## src/rtl/uart_tx_fifo.sv

```systemverilog
// UART transmitter fed by a FIFO of FIFO_DEPTH characters; first start bit appears two edges after the pop.
// Writes are accepted while not full; a write into a full FIFO is dropped and flagged by a one-cycle overflow pulse.
module uart_tx_fifo #(
  parameter int INPUT_CLK  = 100000000,
  parameter int BAUD_RATE  = 115200,
  parameter int DATA_BITS  = 8,
  parameter int PARITY     = 0,
  parameter int STOP_BITS  = 1,
  parameter int FIFO_DEPTH = 16
) (
  input  logic                               clk,
  input  logic                               reset,
  input  logic                               wr_en,
  input  logic [DATA_BITS-1:0]               wr_data,
  output logic                               full,
  output logic                               empty,
  output logic [$clog2(FIFO_DEPTH+1)-1:0]    fifo_count,
  output logic                               overflow,
  output logic                               tx_busy,
  output logic                               tx
);

  localparam int CLKS_PER_BIT = INPUT_CLK / BAUD_RATE;
  localparam int STOP_CLKS    = STOP_BITS * CLKS_PER_BIT;
  localparam int CNT_W        = $clog2(STOP_CLKS + 1);
  localparam int BIT_W        = $clog2(DATA_BITS + 1);
  localparam int PTR_W        = $clog2(FIFO_DEPTH);
  localparam int FCNT_W       = $clog2(FIFO_DEPTH + 1);

  localparam logic [CNT_W-1:0]  BIT_LAST  = CNT_W'(CLKS_PER_BIT - 1);
  localparam logic [CNT_W-1:0]  STOP_LAST = CNT_W'(STOP_CLKS - 1);
  localparam logic [BIT_W-1:0]  DATA_LAST = BIT_W'(DATA_BITS - 1);

  typedef enum logic [2:0] {
    S_IDLE,
    S_START,
    S_DATA,
    S_PARITY,
    S_STOP
  } state_t;

  logic [DATA_BITS-1:0] mem_q [FIFO_DEPTH];
  logic [PTR_W-1:0]     wr_ptr_q, wr_ptr_d;
  logic [PTR_W-1:0]     rd_ptr_q, rd_ptr_d;
  logic [FCNT_W-1:0]    count_q, count_d;
  logic                 full_q, full_d;
  logic                 empty_q, empty_d;
  logic                 ovf_q, ovf_d;

  state_t               state_q, state_d;
  logic [CNT_W-1:0]     baud_q, baud_d;
  logic [BIT_W-1:0]     bit_q, bit_d;
  logic [DATA_BITS-1:0] shift_q, shift_d;
  logic                 par_q, par_d;
  logic                 tx_q, tx_d;
  logic                 busy_q, busy_d;

  logic                 wr_acc;
  logic                 pop;
  logic [DATA_BITS-1:0] head;

  always_comb begin
    state_d = state_q;
    baud_d  = baud_q;
    bit_d   = bit_q;
    shift_d = shift_q;
    par_d   = par_q;
    pop     = 1'b0;
    head    = mem_q[rd_ptr_q];
    unique case (state_q)
      S_IDLE: begin
        if (!empty_q) begin
          pop     = 1'b1;
          state_d = S_START;
          baud_d  = '0;
        end
      end
      S_START: begin
        if (baud_q == BIT_LAST) begin
          state_d = S_DATA;
          baud_d  = '0;
          bit_d   = '0;
        end else begin
          baud_d = baud_q + CNT_W'(1);
        end
      end
      S_DATA: begin
        if (baud_q == BIT_LAST) begin
          baud_d  = '0;
          shift_d = shift_q >> 1;
          if (bit_q == DATA_LAST) begin
            state_d = (PARITY != 0) ? S_PARITY : S_STOP;
          end else begin
            bit_d = bit_q + BIT_W'(1);
          end
        end else begin
          baud_d = baud_q + CNT_W'(1);
        end
      end
      S_PARITY: begin
        if (baud_q == BIT_LAST) begin
          state_d = S_STOP;
          baud_d  = '0;
        end else begin
          baud_d = baud_q + CNT_W'(1);
        end
      end
      S_STOP: begin
        // Chain straight into the next start bit so queued frames have no idle gap.
        if (baud_q == STOP_LAST) begin
          baud_d = '0;
          if (!empty_q) begin
            pop     = 1'b1;
            state_d = S_START;
          end else begin
            state_d = S_IDLE;
          end
        end else begin
          baud_d = baud_q + CNT_W'(1);
        end
      end
      default: state_d = S_IDLE;
    endcase
    if (pop) begin
      shift_d = head;
      par_d   = (PARITY == 1) ? ~^head : ^head;
    end
  end

  always_comb begin
    tx_d = 1'b1;
    unique case (state_q)
      S_START:  tx_d = 1'b0;
      S_DATA:   tx_d = shift_q[0];
      S_PARITY: tx_d = par_q;
      default:  tx_d = 1'b1;
    endcase
    busy_d = (state_q != S_IDLE);
  end

  always_comb begin
    wr_acc   = wr_en && !full_q;
    wr_ptr_d = wr_acc ? wr_ptr_q + PTR_W'(1) : wr_ptr_q;
    rd_ptr_d = pop ? rd_ptr_q + PTR_W'(1) : rd_ptr_q;
    count_d  = count_q + FCNT_W'(wr_acc) - FCNT_W'(pop);
    full_d   = (count_d == FCNT_W'(FIFO_DEPTH));
    empty_d  = (count_d == '0);
    ovf_d    = wr_en && full_q;
  end

  always_ff @(posedge clk) begin
    if (wr_acc) begin
      mem_q[wr_ptr_q] <= wr_data;
    end
  end

  always_ff @(posedge clk or negedge reset) begin
    if (!reset) begin
      wr_ptr_q <= '0;
      rd_ptr_q <= '0;
      count_q  <= '0;
      full_q   <= 1'b0;
      empty_q  <= 1'b1;
      ovf_q    <= 1'b0;
      state_q  <= S_IDLE;
      baud_q   <= '0;
      bit_q    <= '0;
      shift_q  <= '0;
      par_q    <= 1'b0;
      tx_q     <= 1'b1;
      busy_q   <= 1'b0;
    end else begin
      wr_ptr_q <= wr_ptr_d;
      rd_ptr_q <= rd_ptr_d;
      count_q  <= count_d;
      full_q   <= full_d;
      empty_q  <= empty_d;
      ovf_q    <= ovf_d;
      state_q  <= state_d;
      baud_q   <= baud_d;
      bit_q    <= bit_d;
      shift_q  <= shift_d;
      par_q    <= par_d;
      tx_q     <= tx_d;
      busy_q   <= busy_d;
    end
  end

  assign full       = full_q;
  assign empty      = empty_q;
  assign fifo_count = count_q;
  assign overflow   = ovf_q;
  assign tx_busy    = busy_q;
  assign tx         = tx_q;

endmodule
```

## config.mk

```make
export PLATFORM = sky130hd
export DESIGN_NAME = uart_tx_fifo
export DESIGN_NICKNAME = d
export VERILOG_FILES = /design/src/rtl/uart_tx_fifo.sv
export SDC_FILE = /design/constraint.sdc
export NUM_CORES = 1
export LEC_CHECK = 0
export ABC_CLOCK_PERIOD_IN_PS = 4100
export BUFFER_PORTS_ARGS = -buffer_cell sky130_fd_sc_hd__buf_2
export CORE_ASPECT_RATIO = 0.5
export CORE_MARGIN = 2
export CORE_UTILIZATION = 53
export DETAILED_ROUTE_END_ITERATION = 6
export GPL_TIMING_DRIVEN = 0
export PLACE_DENSITY_LB_ADDON = 0.25
export SLEW_MARGIN = 25
export SYNTH_ARGS = -nofsm -noshare
export SYNTH_HDL_FRONTEND = slang
export SYNTH_SLANG_ARGS = --single-unit
```

## constraint.sdc

```tcl
create_clock -name clk -period 4.1 [get_ports clk]
set_clock_uncertainty 0.15 [all_clocks]
set_input_delay 0.82 -clock clk [delete_from_list [all_inputs] [get_ports clk]]
set_output_delay 0.82 -clock clk [all_outputs]
set_load 0.05 [all_outputs]
```

### Word level (Yosys, flattened, before mapping)

Memory sizes are Yosys's and may differ from the RTL's.
Index checks and enable logic that the tools add are counted.

| storage, ports and cells | value |
|---|---|
| word-level logic and storage cells | 74 |
| register bits | 44 |
| output and inout port bits | 10 |
| input bits | 11 |
| RAM bits | 128 |
| memories kept | 1 |

Memories:

| memory | depth | bits a word | read ports | clocked after memory_dff | wr ports | line | RTL |
|---|---|---|---|---|---|---|---|
| mem_q | 16 | 8 | 1 | 0 | 1 | 42 | `logic [DATA_BITS-1:0] mem_q [FIFO_DEPTH];` |

| operators by class | value |
|---|---|
| $add $sub $neg | 6 |
| reductions and logical operators | 16 |
| eq/ne operators | 14 |
| multiplexer cells | 24 |

Operators with widths:

| operator | count |
|---|---|
| two-way mux 8 bit | 3 |
| two-way mux 10 bit | 2 |
| one-hot mux 10 bit (2 select lines) | 1 |
| two-way mux 3 bit | 6 |
| one-hot mux 3 bit (5 select lines) | 1 |
| != test 2 bit (second input constant) | 7 |
| adder 4 x 1 -> 4 bit (second input constant) | 3 |
| two-way mux 4 bit | 3 |
| adder 10 x 1 -> 10 bit (second input constant) | 1 |
| equality test 10 bit (second input constant) | 1 |
| one-hot mux 4 bit (2 select lines) | 1 |
| nonzero test 2 bit | 4 |
| XOR reduction 8 bit | 1 |
| equality test 3 x 2 -> 1 bit (second input constant) | 2 |
| AND reduction 6 bit | 1 |
| adder 5 x 1 -> 5 bit | 1 |
| equality test 5 bit (second input constant) | 1 |
| logical NOT 5 bit | 1 |
| two-way mux 1 bit | 5 |
| subtractor 5 x 1 -> 5 bit | 1 |
| equality test 4 x 3 -> 1 bit (second input constant) | 1 |
| AND reduction 2 bit | 2 |
| AND reduction 4 bit | 1 |
| OR reduction 4 bit | 1 |
| other kinds (8) | 9 |

### Logic depth before layout (Yosys ltp)

| logic depth | value |
|---|---|
| word-level depth | 5 |
| mapped depth | 17 |
| depth with buffers taken out | 16 |

### Least setup slack after synthesis

Ideal clock, no wire load.

| path | value |
|---|---|
| kind | register -> register |
| start point | reg baud_q[0] |
| end point | reg full_q (netlist: full) |
| path slack | 1148 ps |
| arrival | 2729 ps |
| required time | 3877 ps |
| period minus slack after synthesis | 2952 ps |
| library setup time | 73 ps |
| stages on the path, launching flop included | 16 |
| path buffers | 1 |
| path through | dfrtp_1 > ha_1 > nand2b_1 > nor2_1 > nand2_1 > nand2_1 > nand2_1 > buf_4 > nand2_1 > nand2_1 > ha_1 > inv_1 > fa_1 > inv_1 > or4_1 > nor2b_1 |

| between the ends | value |
|---|---|
| cells in the longest elaborated chain, start to end | 5 |

Ends and longest elaborated chain:

| what | line | RTL |
|---|---|---|
| start, declared | 51 | `logic [CNT_W-1:0] baud_q, baud_d;` |
| start signal, assigned | 180 | `baud_q <= baud_d;` |
| equality test 10 bit | 110 | `if (baud_q == STOP_LAST) begin` |
| two-way mux 1 bit | 110 |  |
| one-hot mux 1 bit (2 select lines) | 70 | `unique case (state_q)` |
| subtractor 5 x 1 -> 5 bit | 145 | `count_d = count_q + FCNT_W'(wr_acc) - FCNT_W'(pop);` |
| via count_d[1] | 45 | `logic [FCNT_W-1:0] count_q, count_d;` |
| equality test 5 bit | 146 | `full_d = (count_d == FCNT_W'(FIFO_DEPTH));` |
| via full_d | 46 | `logic full_q, full_d;` |
| end signal, assigned | 176 | `full_q <= full_d;` |
| end, declared | 46 |  |

The timed path passes the listed nets, and every way through them passes these cells.
A chain may end at the register's enable or synchronous reset.

### Worst setup path after layout

Ends and elaborated chain as after synthesis.

==> impl_results.md <==
* Total power at 4.52 mW
* Post-route ant nets at 0
* Syn-to-layout area delta at 13.1%
* VDD IR max at 379 µV
* Post-synth top area share at 0.535
* Gpl congestion at 0.822
* First-pass GRT wire length at 21700 µm
* CTS Buf Count at 17
* Number of global-route vias before repair at 3909
* Final Hold Fails at 0
* Core area at 13400 µm²
* Synth async-reset ratio at 0.256
* CTS Buffer Depth at 2
* Primary FF master, synth: edfxtp_1
* Worst r2r dst: full
* Chip height at 86.4 µm
* Final Max Tran Viols at 0
* Synth cell types at 42
* Data arrival, critical path at 3.51 ns
* Post-CTS Setup Inserts at 0
* Sequential area share after synthesis at 0.688
* Worst r2r src: baud_q[0]
* Nets at 515
* Mean post-synth cell area at 15.9 µm²
* Cells after DPL at 649
* Area of the die at 14600 µm²
* Top Family by Delay on Critical Path: simple AND/OR/NAND/NOR gates
* Final core occ at 0.607
* Total GRT Usage at 0.206
* Setup TNS at 0 ns
* Share of cells above drive strength 1 at 0.183
* Router iterations before antenna repair at 5
* GRT overflow at 0
* Maximum fanout along the worst path at 7
* Ranking of synthesized cells by area: edfxtp_1 53%, dfrtp_1 15%, mux4_2 6.6%
* Overall die width at 169 µm
* Worst path bufs/invs at 3
* Final setup viols at 0
* Hold_buf cts at 0
* WL final at 14000 µm
* Crit-path cells: ha_1 -> nand2b_1 -> nor2_1 -> nand2_1 -> nand2_1 -> and2_1 -> clkbuf_1 -> nand2b_1 -> nand2_1 -> ha_1 -> inv_1 -> fa_1 -> inv_1 -> or4_1 -> nor2b_1
* Clock-pin slew on the worst setup and hold paths at 0.07 ns
* DR iter-0 viols at 390
* Finished Layout Cells at 680
* Reg2reg setup slack at 0.80 ns
* Slew HR at 0.429
* Mapped Cells at 453
* Vias at 3932
* Row count at 30
* Period utilisation layout at 0.806
* Clk Latency, worst-skew pair at 0.43 ns
* DRC Markers at 0
* H-tree level count at 4
* Ant. Diodes at 0
* Yosys Warn Count at 0
* CTS tree: yes
* Cell repeated most along the worst path: nand2_1
* Initial antenna violation count at 0
* PortBufs at 20
* DR WL/cell at 20.5 µm
* Critical setup path kind: register to register
* Worst setup SP type: register
* Synth Register Bits at 172
* Worst Reg-to-Reg Cells at 15
* Worst slew pin tran at 0.854 ns
* Pre-CTS WS at 0.801 ns
* PostCTS Resize Cnt at 0
* Post-synth EDFFs at 128
* DPL Wire Length at 8900 µm
* Met2 wire len at 6730 µm
* Met3 Wirelength at 719 µm
* Pwr dens at 556 nW/µm²
* M1 WL at 6410 µm
* Initial Util at 0.536
* CP Capture Type: register
* Max Freq at 303 MHz
* Sink Count at 172
* Final worst path period need at 3.30 ns
* Clk root buf: clkbuf_16
* Cell Area, Synth at 7190 µm²
* RSZ-0062 raised after global routing: no
* CP max-delay cell: or4_1
* Synth area leader: edfxtp_1
* Run status: finished clean
* Largest net degree at the start of global routing at 45
* Synthesized net count at 476
* Req. time, crit path at 4.31 ns
* DR vias/cell at 5.78
* Ports at 21
* Max Cap Viol at 0
* Crit-path max cell delay at 0.54 ns
* Leakage at 2.97 nW
* Top sig layer: met4
* PnR worst setup slack at 0.796 ns
* Worst Hold Class: input port to async pin
routing by layer:
metal	global-route usage	up-vias
met1	0.284	2010
met3	0.0461	13
met5	0	-
met4	0.0580	0
met2	0.337	98
li1	-	1811
kinds of logic after synthesis:
kind of cell	synth area share
flip-flops	0.688
buffers and inverters	0.0258
adder cells (fa/ha/maj)	0.0219
XOR/XNOR	0.0244
AND/OR/NAND/NOR	0.0788
AO/OA/AOI/OAI	0.0548
multiplexers	0.106
through the flow:
step	instance area, µm²	hold WS (ns)
floorplan	7190	0.296
global placement	7510	0.318
detailed placement	7530	0.329
CTS	8130	0.343
global route	8130	0.275
finish	8130	0.228
area by class of cell:
cell class,instances,area [µm²]
fillers,1004,5270
flip-flops and latches,172,4950
multi-input cells,249,2080
clock buffers,17,425
well taps,176,220
clock inverters,14,174
plain buffers,21,144
repair buffers,20,103
inverters,11,41.3
sequential cells by signal, summed over array words and instances, names as in the netlist, 3 cells and up:
| register | flops |
|---|---|
| state_q | 3 |
| rd_ptr_q | 4 |
| shift_q | 8 |
| fifo_count | 5 |
| bit_q | 4 |
| wr_ptr_q | 4 |
| mem_q | 128 |
| baud_q | 10 |
power by group:
part	switching (mW)	internal, mW	leakage [nW]
clock network	0.750	0.874	0.295
logic	0.505	0.238	0.976
registers	0.0724	2.08	1.70
synthesized netlist by cell type (all sizes together), types with 2 or more instances:
master and instances:
nor2 28, nand3 7, or4 2, xnor2 18, a31oi 5, a21oi 11, ha 11, a221o 2
dfstp 2, nand2b 8, clkbuf 9, and3 4, nand2 50, nor2b 3, mux4 32, a22oi 16
nor3 9, o31ai 3, clkdlybuf4s25 3, or3 2, and2 4, xor2 2, o41ai 2, buf 9
a21o 3, edfxtp 128, nand4 4, dfrtp 42, inv 11, o21ai 16
worst register-to-register path, stage by stage (launching register included):
cell      delay [ns]
dfrtp_1         0.38
ha_1            0.22
nand2b_1        0.08
nor2_1          0.09
nand2_1         0.12
nand2_1         0.12
and2_1          0.12
clkbuf_1        0.30
nand2b_1        0.15
nand2_1         0.09
ha_1            0.16
inv_1           0.06
fa_1            0.47
inv_1           0.04
or4_1           0.54
nor2b_1         0.12
how the worst max path moves through the flow:
stage	startpoint	to	slack, ns	cells after the start
after floorplan	baud_q[0]	full	1.15	15
after global placement	baud_q[0]	full	0.84	15
after detailed placement	baud_q[0]	full	0.80	15
after CTS	baud_q[0]	full	0.76	15
after global routing	baud_q[0]	empty	0.53	15
final	baud_q[0]	full	0.80	15
placed cells by master (no fill, tap or decap), drive strengths merged, types with 2 or more instances in the layout:
| cell | synthesis | routed |
|---|---|---|
| a22oi | 16 | 16 |
| o41ai | 2 | 2 |
| nor2 | 28 | 28 |
| buf | 9 | 29 |
| nand4 | 4 | 4 |
| inv | 11 | 19 |
| ha | 11 | 11 |
| xnor2 | 18 | 18 |
| a221o | 2 | 2 |
| nor3 | 9 | 9 |
| dfrtp | 42 | 42 |
| o21ai | 16 | 16 |
| dfstp | 2 | 2 |
| o31ai | 3 | 3 |
| or3 | 2 | 2 |
| nand2 | 50 | 50 |
| and2 | 4 | 4 |
| nand3 | 7 | 7 |
| nor2b | 3 | 3 |
| a31oi | 5 | 5 |
| a21oi | 11 | 11 |
| edfxtp | 128 | 128 |
| and3 | 4 | 4 |
| or4 | 2 | 2 |
| clkinv | 0 | 5 |
| a21o | 3 | 3 |
| mux4 | 32 | 32 |
| xor2 | 2 | 2 |
| clkbuf | 9 | 26 |
| nand2b | 8 | 8 |
| clkdlybuf4s25 | 3 | 3 |
Power figures use the tool's default switching activity.
